[src/rtl/drone_esc_pwm_multi.sv]
// Multi-channel ESC/servo PWM generator: shared timebase, frame-aligned double-buffered commands, arming and command-timeout failsafe.
// Optional build macro DRONE_PWM_STAGGER_EN spreads each channel's frame phase evenly across the frame.
module drone_esc_pwm_multi #(
  parameter int unsigned CH             = 4,
  parameter int unsigned W              = 8,
  parameter int unsigned CLK_HZ         = 100_000_000,
  parameter int unsigned FRAME_MS       = 20,
  parameter int unsigned TIMEOUT_FRAMES = 5
) (
  input  logic            clk,
  input  logic            reset_p,
  input  logic            arm,
  input  logic            cmd_we,
  input  logic [CH*W-1:0] cmd_data,
  output logic [CH-1:0]   pwm,
  output logic            frame_start,
  output logic            failsafe,
  output logic            armed
);

  localparam int unsigned TICK_DIV    = CLK_HZ / (1000 * (2 ** W));
  localparam int unsigned FRAME_TICKS = FRAME_MS * (2 ** W);
  localparam int unsigned TW          = (TICK_DIV > 1) ? $clog2(TICK_DIV) : 1;
  localparam int unsigned FW          = $clog2(FRAME_TICKS);
  localparam int unsigned PW          = FW + 1;
  localparam int unsigned WDW         = (TIMEOUT_FRAMES > 0) ? $clog2(TIMEOUT_FRAMES + 1) : 1;

  logic [TW-1:0]  tcnt;
  logic [FW-1:0]  fcnt;
  logic [W-1:0]   pending [CH];
  logic [W-1:0]   act     [CH];
  logic [WDW-1:0] wdog;

  logic           tick;
  logic           boundary;
  logic           fs_next;
  logic [WDW-1:0] wdog_next;
  logic [FW-1:0]  phase   [CH];
  logic [CH-1:0]  load;

  always_comb begin
    tick     = (tcnt == TW'(TICK_DIV - 1));
    boundary = tick && (fcnt == FW'(FRAME_TICKS - 1));
  end

  // Watchdog: boundaries since last cmd_we; a strobe always wins over a timeout.
  always_comb begin
    wdog_next = wdog;
    fs_next   = failsafe;
    if (cmd_we) begin
      wdog_next = '0;
      fs_next   = 1'b0;
    end else if (boundary && (TIMEOUT_FRAMES != 0)) begin
      if (wdog != WDW'(TIMEOUT_FRAMES))
        wdog_next = wdog + WDW'(1);
      if (wdog_next == WDW'(TIMEOUT_FRAMES))
        fs_next = 1'b1;
    end
  end

  // Per-channel frame phase; aligned to fcnt unless staggering is built in.
  always_comb begin
    for (int i = 0; i < CH; i++) begin
`ifdef DRONE_PWM_STAGGER_EN
      logic [PW-1:0] sum;
      sum = PW'(fcnt) + PW'(i * (FRAME_TICKS / CH));
      if (sum >= PW'(FRAME_TICKS))
        phase[i] = FW'(sum - PW'(FRAME_TICKS));
      else
        phase[i] = FW'(sum);
`else
      phase[i] = fcnt;
`endif
      load[i] = tick && (phase[i] == FW'(FRAME_TICKS - 1));
    end
  end

  always_ff @(posedge clk or posedge reset_p) begin
    if (reset_p) begin
      tcnt        <= '0;
      fcnt        <= '0;
      wdog        <= '0;
      failsafe    <= 1'b1;
      armed       <= 1'b0;
      frame_start <= 1'b0;
      pwm         <= '0;
      for (int i = 0; i < CH; i++) begin
        pending[i] <= '0;
        act[i]     <= '0;
      end
    end else begin
      tcnt <= tick ? '0 : tcnt + TW'(1);
      if (tick)
        fcnt <= (fcnt == FW'(FRAME_TICKS - 1)) ? '0 : fcnt + FW'(1);
      frame_start <= boundary;
      wdog        <= wdog_next;
      failsafe    <= fs_next;
      if (boundary)
        armed <= arm;
      for (int i = 0; i < CH; i++) begin
        if (cmd_we)
          pending[i] <= cmd_data[i*W +: W];
        // Double-buffer swap; a strobe on the load edge bypasses pending.
        if (load[i]) begin
          if (arm && !fs_next)
            act[i] <= cmd_we ? cmd_data[i*W +: W] : pending[i];
          else
            act[i] <= '0;
        end
        pwm[i] <= (phase[i] < FW'({1'b1, act[i]}));
      end
    end
  end

endmodule
[config.mk]
export PLATFORM = sky130hd
export DESIGN_NAME = drone_esc_pwm_multi
export DESIGN_NICKNAME = d
export VERILOG_FILES = /design/src/rtl/drone_esc_pwm_multi.sv
export SDC_FILE = /design/constraint.sdc
export NUM_CORES = 1
export LEC_CHECK = 0
export BUFFER_PORTS_ARGS = -buffer_cell sky130_fd_sc_hd__buf_2
export CORE_MARGIN = 2
export CORE_UTILIZATION = 35
export CTS_CLUSTER_SIZE = 24
export DETAILED_ROUTE_END_ITERATION = 6
export HOLD_SLACK_MARGIN = 0.03
export PLACE_DENSITY_LB_ADDON = 0.3
export SYNTH_ARGS = -nofsm -noshare
export SYNTH_HDL_FRONTEND = slang
export SYNTH_SLANG_ARGS = --single-unit
[constraint.sdc]
create_clock -name clk -period 5.4 [get_ports clk]
set_input_delay 0.27 -clock clk [delete_from_list [all_inputs] [get_ports clk]]
set_output_delay 0.27 -clock clk [all_outputs]
set_load 0.02 [all_outputs]
After elaboration in Yosys (flattened, before gate mapping) --
Cells that the tools add are included.
Cells by class: magnitude comparators 4, $add $sub $neg 3, muxes and demuxes 18, equality and inequality tests 4, reduce and logical (&&, ||, !) cells 4
Operator list (count):
- $mux W8 | 8
- $lt A13 B9 Y1 | 4
- $mux W3 | 5
- $add A13 B1 Y13 const B | 1
- $eq A13 B13 Y1 const B | 1
- $mux W13 | 1
- $add A9 B1 Y9 const B | 1
- $eq A9 B9 Y1 const B | 1
- $mux W9 | 1
- $add A3 B1 Y3 const B | 1
- $eq A3 B3 Y1 const B | 1
- $mux W1 | 3
- $ne A3 B3 Y1 const B | 1
- $logic_and A1 B1 Y1 | 2
- $reduce_bool A2 Y1 | 1
- $logic_not A1 Y1 | 1
Storage, ports and cells: input port bits 36, logic and storage cells 48, output and inout bits 7, register bits 96

Longest topological paths before layout --
word-level depth 11, gate-level depth with buffers 8, mapped depth without buffers 7

Worst setup path before layout --
No wires, ideal clock.
kind register -> register, start point register tcnt[4], end point register wdog[0], setup slack 3577 ps, path buffers 0, library setup time 127 ps, stages on the path, launching flop included 5, arrival time 1696 ps, clock period less this slack 1823 ps, required time 5273 ps, cell sequence dfrtp_1 or4b_4 nor2_8 and3_1 mux2_1
On the way: cells in the longest elaborated chain, start to end 3
RTL lines:
- start, declared | RTL line 28 | logic [TW-1:0] tcnt;
- start signal, assigned | RTL line 92 | tcnt <= tick ? '0 : tcnt + TW'(1);
- $eq A9 B9 Y1 | RTL line 42 | tick = (tcnt == TW'(TICK_DIV - 1));
- $logic_and A1 B1 Y1 | RTL line 43 | boundary = tick && (fcnt == FW'(FRAME_TICKS - 1));
- $reduce_bool A2 Y1 (no line)
- end signal, assigned | RTL line 96 | wdog <= wdog_next;
- end, declared | RTL line 32 | logic [WDW-1:0] wdog;
Every way passes these cells. A chain may end at the register's enable or synchronous reset.

Final worst setup path --
start point register fcnt[4], end point register wdog[2]
On the way: cells in the longest elaborated chain, start to end 3
RTL lines:
- start, declared | RTL line 29 | logic [FW-1:0] fcnt;
- start signal, assigned | RTL line 94 | fcnt <= (fcnt == FW'(FRAME_TICKS - 1)) ? '0 : fcnt + FW'(1);
- $eq A13 B13 Y1 | RTL line 43
- $logic_and A1 B1 Y1 | RTL line 43
- $reduce_bool A2 Y1 (no line)
Every way passes these cells.

==> results.sh <==
export IMPL_run_status="finished, final reports clean"
export IMPL_grt_pass1_vias=3328
export IMPL_cts_hold_buf=0
export IMPL_rows=42
export IMPL_avgSynthCellArea_um2=11.2
export IMPL_hpwl_um=6870
export IMPL_area_growth_pct=14.7
export IMPL_relSlewSlack_pct=39.7
export IMPL_critPathLaunchType="flip-flop"
export IMPL_p_leak_nw=2.64
export IMPL_worst_pin_slew_ps=897
export IMPL_multi_input_area_mm2=0.00213
export IMPL_syn_nets=494
export IMPL_drt_total_wl_um=10100
export IMPL_syn_inst=425
export IMPL_regArea_mm2=0.00240
export IMPL_via_count=3343
export IMPL_ys_seq_area_share_pct=50.3
export IMPL_pre_cts_slack_ps=2560
export IMPL_cts_tree="built"
export IMPL_wire_per_inst_um=15.6
export IMPL_grt_total_usage_pct=14.5
export IMPL_clock_fmax_mhz=347
export IMPL_cap_violations=0
export IMPL_insertion_delay_ps=340
export IMPL_grt_max_degree=50
export IMPL_synth_top_cell_by_area="dfrtp_1"
export IMPL_initial_core_util_pct=35.9
export IMPL_ant_nets=0
export IMPL_die_h_um=121
export IMPL_coreArea_mm2=0.0133
export IMPL_arrival_ps=3070
export IMPL_top_level_ports=43
export IMPL_nets=532
export IMPL_yosysUniqueCellTypes=51
export IMPL_rsz0062_at_grt="no"
export IMPL_post_cts_setup_buffers=0
export IMPL_powerDensity_mw_per_mm2=287
export IMPL_crit_top_cell="and4_1"
export IMPL_yosys_warnings=0
export IMPL_gp_congestion=0.855
export IMPL_grt_overflow_total=0
export IMPL_dieArea_mm2=0.0146
export IMPL_reg2reg_setup_slack_ps=2520
export IMPL_root_buffer="clkbuf_16"
export IMPL_hold_viol_final=0
export IMPL_synth_area_mm2=0.00477
export IMPL_diodes=0
export IMPL_skew_ps=4.21
export IMPL_yosys_top_cells_area="dfrtp_1 50%, ha_1 8.6%, mux2_2 7.5%, nand3_1 4.3%, o22ai_1 3.7%"
export IMPL_post_cts_resized=0
export IMPL_fin_setup_tns_ps=0
export IMPL_synth_seq_cells=96
export IMPL_die_w_um=121
export IMPL_synth_edf_count=0
export IMPL_cp_required_ps=5590
export IMPL_drc_errors=0
export IMPL_endpoint_kind="flip-flop"
export IMPL_grt_pass1_wl_um=16600
export IMPL_fin_util_pct=41.2
export IMPL_cts_htree_levels=3
export IMPL_cts_buffers=9
export IMPL_holdWs_ps=63.7
export IMPL_peakVddDrop_v=0.000144
export IMPL_clkTransAtPathRegs_ps=70
export IMPL_hold_class="primary input to async pin"
export IMPL_vias_per_cell=5.19
export IMPL_finalSetupViolCount=0
export IMPL_final_cell_mix="95 x dfrtp_1, 42 x buf_2, 41 x nand3_1, 33 x ha_1"
export IMPL_fin_crit_sh_pct=53.3
export IMPL_cpPeakStageDelay_ps=800
export IMPL_drive_gt1_share_pct=22.2
export IMPL_drtIter0Drc=191
export IMPL_synthArstFlopShare_pct=100
export IMPL_synth_flop_cell="dfrtp_1"
export IMPL_cp_cell_sequence="and4_1, and4_1, buf_4, nand2_4, clkinv_2, a311oi_1"
export IMPL_fill_cells=1278
export IMPL_criticalPathCategory="flip-flop to flip-flop"
export IMPL_cts_buffer_depth=2
export IMPL_antenna_found_initial=0
export IMPL_cp_slowest_cell="and4_1"
export IMPL_layout_commonest_cell="dfrtp_1"
export IMPL_clock_sinks=96
export IMPL_worst_slack_ps=2520
export IMPL_path_max_fanout=33
export IMPL_port_buffer_count=42
export IMPL_min_period_ps=2880
export IMPL_yosys_area_top_type_share_pct=49.8
export IMPL_slew_viol_final=0
export IMPL_drt_pass1_iterations=4
[kinds of logic after synthesis]
family                   synth area share, %
AO/OA/AOI/OAI                           10.4
multiplexers                            8.10
flip-flops                              50.3
XOR/XNOR                                2.75
buffers and inverters                   5.14
adder cells (fa/ha/maj)                 8.65
AND/OR/NAND/NOR                         14.6
[synth_stat cells (6+ instances only)]
cell type	number
nor2_1	11
buf_2	6
xnor2_1	9
o22ai_1	28
inv_1	33
and3_1	6
and4_1	8
xor2_1	6
nor2b_1	6
ha_1	33
mux2_2	32
and2_1	10
nand2_1	14
a21oi_1	12
nand3_1	41
o21ai_0	10
a211oi_1	6
dfrtp_1	95
[power by group]
group	internal [mW]	switching (mW)	leakage, nW
logic	0.0344	0.0419	1.39
registers	0.743	0.00569	1.08
clock network	0.477	0.268	0.172
[sequential cells by signal, summed over array words and instances (netlist names)]
signal / cells
act: 32
armed: 1
failsafe: 1
fcnt: 13
frame_start: 1
pending: 32
pwm: 4
tcnt: 9
wdog: 3
[stage by stage]
step	std cells	area, µm²	power (mW)
after floorplan	425	4770	0.812
after detailed placement	628	5120	0.842
after CTS	644	5480	1.59
after global routing	644	5480	1.62
after global placement	628	5120	0.840
final	644	5480	1.57
[worst paths after layout]
| path | from | endpoint | cells after the start |
|---|---|---|---|
| max in group asynchronous | reset_p | act[28]$_DFFE_PP0P_ | 3 |
| setup / recovery | fcnt[4]$_DFFE_PP0N_ | wdog[2]$_DFFE_PP0P_ | 6 |
| hold reg to reg | pending[23]$_DFF_PP0_ | pending[23]$_DFF_PP0_ | 1 |
| min in group clk | cmd_data[7] | pending[31]$_DFF_PP0_ | 2 |
| hold / removal | reset_p | tcnt[2]$_DFF_PP0_ | 2 |
| setup reg to reg | fcnt[4]$_DFFE_PP0N_ | wdog[2]$_DFFE_PP0P_ | 6 |
[metal layers]
layer  routed length (µm)  GRT usage [%]
met5                    0              0
met4                  150           5.09
met1                 4660           18.6
met2                 4850           24.1
met3                  399           3.30
[worst max-delay path: cells and delay by family (launching register included)]
kind | cells | cell delay, ps
flip-flops | 1 | 540
buffers and inverters | 2 | 740
AO/OA/AOI/OAI | 1 | 160
AND/OR/NAND/NOR | 3 | 1260
[layout make-up]
type,count,area share [%]
Tap cell,176,4.02
Sequential cell,96,43.9
Clock inverter,5,1.87
Inverter,34,2.38
Multi-Input combinational cell,277,39.0
Timing Repair Buffer,45,4.25
Clock buffer,11,4.62
Note: power is estimated with default switching activity, not from simulation.
